<file path="src/rtl/hazard_stall_unit.sv">
// Decode-side hazard controller: load-use detection, shared multi-cycle FP unit
// sequencing, branch flush priority and a saturating stall-cycle counter.
module hazard_stall_unit #(
    parameter int unsigned REG_AW  = 4,
    parameter int unsigned FP_LAT  = 4,
    parameter bit          R0_ZERO = 1'b1,
    parameter int unsigned CNT_W   = 16
) (
    input  logic              clk,
    input  logic              rst,
    input  logic              id_valid,
    input  logic [REG_AW-1:0] id_rs1,
    input  logic [REG_AW-1:0] id_rs2,
    input  logic              id_use_rs1,
    input  logic              id_use_rs2,
    input  logic              id_pf_op,
    input  logic              ex_valid,
    input  logic              ex_mem_read,
    input  logic              ex_reg_write,
    input  logic [REG_AW-1:0] ex_rd,
    input  logic              ex_branch_taken,
    input  logic              perf_clr,
    output logic              stall,
    output logic              bubble_id_ex,
    output logic              flush_if_id,
    output logic              pf_issue,
    output logic              pf_busy,
    output logic              pf_wb_valid,
    output logic [CNT_W-1:0]  stall_cycles
);

    localparam int unsigned      CW         = (FP_LAT > 2) ? $clog2(FP_LAT) : 1;
    localparam logic [CW-1:0]    CNT_RELOAD = CW'(FP_LAT - 1);
    localparam logic [CNT_W-1:0] STALL_MAX  = '1;

    typedef enum logic {IDLE, BUSY} state_e;

    state_e           state_q, state_d;
    logic [CW-1:0]    cnt_q, cnt_d;
    logic [CNT_W-1:0] stall_cycles_q, stall_cycles_d;

    logic load_use;
    logic pf_hold;
    logic stall_c;
    logic pf_issue_c;
    logic pf_wb_c;

    always_ff @(posedge clk) begin
        if (rst) begin
            state_q        <= IDLE;
            cnt_q          <= '0;
            stall_cycles_q <= '0;
        end else begin
            state_q        <= state_d;
            cnt_q          <= cnt_d;
            stall_cycles_q <= stall_cycles_d;
        end
    end

    // Hazard decode, FP sequencer next state and counter update
    always_comb begin
        state_d        = state_q;
        cnt_d          = cnt_q;
        stall_cycles_d = stall_cycles_q;

        load_use = id_valid && ex_valid && ex_mem_read && ex_reg_write &&
                   ((id_use_rs1 && (id_rs1 == ex_rd)) ||
                    (id_use_rs2 && (id_rs2 == ex_rd)));
        if (R0_ZERO && (ex_rd == '0)) begin
            load_use = 1'b0;
        end

        pf_hold    = id_valid && (state_q == BUSY) && (cnt_q != '0);
        stall_c    = (load_use || pf_hold) && !ex_branch_taken;
        pf_issue_c = id_valid && id_pf_op && !stall_c && !ex_branch_taken &&
                     ((state_q == IDLE) || (cnt_q == '0));
        pf_wb_c    = (state_q == BUSY) && (cnt_q == '0);

        // In-flight op always drains; a branch only affects the ID instruction
        case (state_q)
            IDLE: begin
                if (pf_issue_c) begin
                    state_d = BUSY;
                    cnt_d   = CNT_RELOAD;
                end
            end
            BUSY: begin
                if (cnt_q != '0) begin
                    cnt_d = cnt_q - CW'(1);
                end else if (pf_issue_c) begin
                    cnt_d = CNT_RELOAD;
                end else begin
                    state_d = IDLE;
                end
            end
            default: begin
                state_d = IDLE;
                cnt_d   = '0;
            end
        endcase

        if (perf_clr) begin
            stall_cycles_d = '0;
        end else if (stall_c && (stall_cycles_q != STALL_MAX)) begin
            stall_cycles_d = stall_cycles_q + CNT_W'(1);
        end
    end

    // Outputs are forced low for the whole reset window
    assign stall        = !rst && stall_c;
    assign bubble_id_ex = !rst && (stall_c || ex_branch_taken);
    assign flush_if_id  = !rst && ex_branch_taken;
    assign pf_issue     = !rst && pf_issue_c;
    assign pf_busy      = !rst && (state_q == BUSY);
    assign pf_wb_valid  = !rst && pf_wb_c;
    assign stall_cycles = rst ? '0 : stall_cycles_q;

endmodule

</file>
<file path="config.mk">
export PLATFORM = sky130hd
export DESIGN_NAME = hazard_stall_unit
export DESIGN_NICKNAME = d
export VERILOG_FILES = /design/src/rtl/hazard_stall_unit.sv
export SDC_FILE = /design/constraint.sdc
export NUM_CORES = 1
export LEC_CHECK = 0
export BUFFER_PORTS_ARGS = -buffer_cell sky130_fd_sc_hd__buf_2
export CORE_MARGIN = 8
export CORE_UTILIZATION = 53
export DETAILED_ROUTE_END_ITERATION = 16
export PLACE_DENSITY_LB_ADDON = 0.25
export SYNTH_ARGS = -nofsm -noshare
export SYNTH_HDL_FRONTEND = slang
export SYNTH_SLANG_ARGS = --single-unit
</file>
<file path="constraint.sdc">
create_clock -name clk -period 6.7 [get_ports clk]
set_input_delay 2.01 -clock clk [delete_from_list [all_inputs] [get_ports clk]]
set_output_delay 2.01 -clock clk [all_outputs]
set_load 0.02 [all_outputs]
</file>
==> results.md <==
| Item | Reported |
|:---|:---|
| Highest achievable clock rate | 171.4 MHz |
| Count of hold buffers inserted by post-cts repair | 0 |
| Max-Cap Viols | 0 |
| Dominant cell type by area after synthesis | dfxtp_1 |
| Portion of the clock cycle consumed by the worst path in the final layout | 0.8706 |
| Number of synthesized register bits | 19 |
| Length of the first detailed-routing pass in iterations | 4 |
| Number of top-level pins | 45 |
| Kind of critical path | in2out |
| Number of antenna violations at the first check in global routing | 0 |
| Yosys top cell area share | 0.3019 |
| Share of final-layout standard cells stronger than drive strength 1 | 0.2900 |
| Final sum of negative setup slack | 0 ns |
| Number of global-route vias before repair | 1309 |
| Final min period | 5.833 ns |
| Leading cell type in the layout, fill and taps excluded | buf_2 |
| Number of synthesis warnings | 0 |
| Critical Path Sink Type | primary output |
| Result of the run | completed |
| Die height | 64.76 um |
| Number of cells on the worst hold path | 2 |
| Maximum fanout along the worst path | 12 |
| Cell Rows | 17 |
| Detailed-route vias per instance | 5.978 |
| Clock tree from TritonCTS | built |
| Category of the worst setup path launch point | input port |
| Clock insertion delay at the later pin of the skew report | 0.30 ns |
| Final-report hold violation count | 0 |
| Initial core utilization | 0.5641 |
| Die boundary width | 64.76 um |
| Total wire length after detailed routing | 3.330 mm |
| Die Outline Area | 4193 um^2 |
| Setup repair after global routing missed its margin | no |
| GP Congestion | 0.8741 |
| Area Overhead vs Synth | 19.36% |
| Root Buffer Master | clkbuf_4 |
| Primary flip-flop cell chosen by synthesis mapping | dfxtp_1 |
| Total via count after detailed routing | 1363 |
| Htree depth | 1 |
| Largest net degree at the start of global routing | 28 |
| DRC violations left | 0 |
| Share of synthesized area occupied by flip-flops and latches | 0.3019 |
| Power density over cell area | 133.1 nW/um^2 |
| Number of nets with antenna violations after routing | 0 |
| Netlist Area Pre-Place | 1260 um^2 |
| Number of nets in the final layout | 225 |
| GRT Resource Usage Total | 0.1542 |
| Setup bufs post-CTS | 0 |
| Starting DRT DRC Count | 87 |
| Clock slew seen by the registers of the worst setup and hold paths | 0.12 ns |
| Drt wl/cell | 14.61 um |
| Worst endpoint required time | 4.69 ns |
| Min-Delay Path Class | reg2reg |
| Worst-margin pin slew | 0.6158 ns |
| Leading post-synthesis cells by cell area | dfxtp_1, nor2b_1, a21oi_1, or4_1, xnor2_1 |
| Clock buffer depth | 2 |
| Leak | 0.5758 nW |
| # clock sinks | 19 |
| Port Buf Inserts | 44 |
| Number of max-slew violations in the final report | 0 |
| Length in cells of the worst reg-to-reg path | 7 |
| Worst Path Arrival | 3.82 ns |
| Worst-case headroom to the max-slew limit | 0.5863 |
| Post-Syn Instances | 158 |
| Floorplan core area | 2233 um^2 |
| Synth unique cells | 36 |
| Number of synthesized flops with an enable pin | 0 |
| Total inserted antenna cells | 0 |
| Avg Inst Size Synth | 7.974 um^2 |
| Post-Syn Nets | 182 |
| Count of endpoints failing setup in the final report | 0 |
| # resized after CTS | 0 |
| Commonest cells after routing, fill and taps aside | buf_2, dfxtp_1, nor2b_1 |
| Number of buffers added by the clock tree synthesis step | 3 |
| Ys async rst share | 0 |
| Wire length of the first global-routing pass | 5.464 mm |
| Remaining global-route overflow | 0 |
| Final worst hold slack | 0.5042 ns |
| Detailed Place HPWL | 2.597 mm |
| Setup skew after layout | 0.006627 ns |
| Max IR drop VDD | 0.09338 mV |
state kept, by name (all words and copies together), names as in the netlist:
register and cells:
stall_cycles_q 16, cnt_q 2, state_q 1
Yosys cell counts (2+ instances only):
library cell / count
a21oi_1: 15
or4_1: 10
or3_1: 5
o21a_1: 2
nor2b_1: 16
and4_1: 4
o31ai_1: 7
nor3_1: 4
nand2_1: 11
o21ai_1: 4
nor2_1: 7
nand4_1: 9
o211ai_1: 3
dfxtp_1: 19
nor2_2: 2
inv_1: 3
clkbuf_1: 4
and3_1: 2
nand3_1: 6
o21ai_0: 2
xnor2_1: 8
metrics by stage:
step	setup WS, ns	std cells	power [mW]	instance area [um^2]	utilization
global route	0.7343	228	0.2086	1504	0.6734
CTS	0.8413	228	0.2013	1504	0.6734
global placement	0.9266	224	0.1417	1476	0.6611
detailed placement	0.8515	224	0.1430	1476	0.6611
finish	0.8668	228	0.2002	1504	0.6734
floorplan	1.067	158	0.1319	1260	-
critical path, stage by stage:
cell and delay [ns]:
buf_2 0.13, or4_4 0.54, nand4_1 0.12, o22ai_2 0.10, nor2_2 0.35, nand4_2 0.22
nor3_1 0.16, buf_2 0.19
where the power goes:
group	total, mW	internal, mW	switching, mW
clock network	0.0601	0.0223	0.0378
registers	0.115	0.114	0.00120
logic	0.0251	0.0110	0.0141
total	0.200	0.147	0.0531
path summary, 6_finish.rpt:
kind	startpoint	end	slack, ns
hold / removal	stall_cycles_q[7]	stall_cycles_q[7]	0.50
setup reg to reg	stall_cycles_q[0]	stall_cycles_q[14]	4.51
setup / recovery	ex_rd[0]	pf_issue	0.87
hold reg to reg	stall_cycles_q[7]	stall_cycles_q[7]	0.50
cell families after synthesis:
family / count (synthesis) / synth area share
compound gates: 36 / 0.1837
fa+ha+maj: 1 / 0.009929
xor+xnor: 8 / 0.05561
simple gates: 82 / 0.3893
mux: 1 / 0.007945
buf+inv: 11 / 0.05163
flops: 19 / 0.3019
cell type report:
| type | count | area [um^2] |
|---|---|---|
| Multi-Input combinational cell | 128 | 814.5 |
| Fill cell | 203 | 729.5 |
| Sequential cell | 19 | 380.4 |
| Timing Repair Buffer | 46 | 235.2 |
| Tap cell | 28 | 35.03 |
| Clock buffer | 3 | 22.52 |
| Inverter | 3 | 11.26 |
| Clock inverter | 1 | 5.005 |
per-layer routing:
metal	global-route usage	up-vias	wire length, um
met5	0	-	0
met4	0.05995	0	48
met1	0.1599	639	1289
met3	0.03436	6	197
li1	-	677	-
met2	0.2919	41	1794
Power figures use the tool's default switching activity.
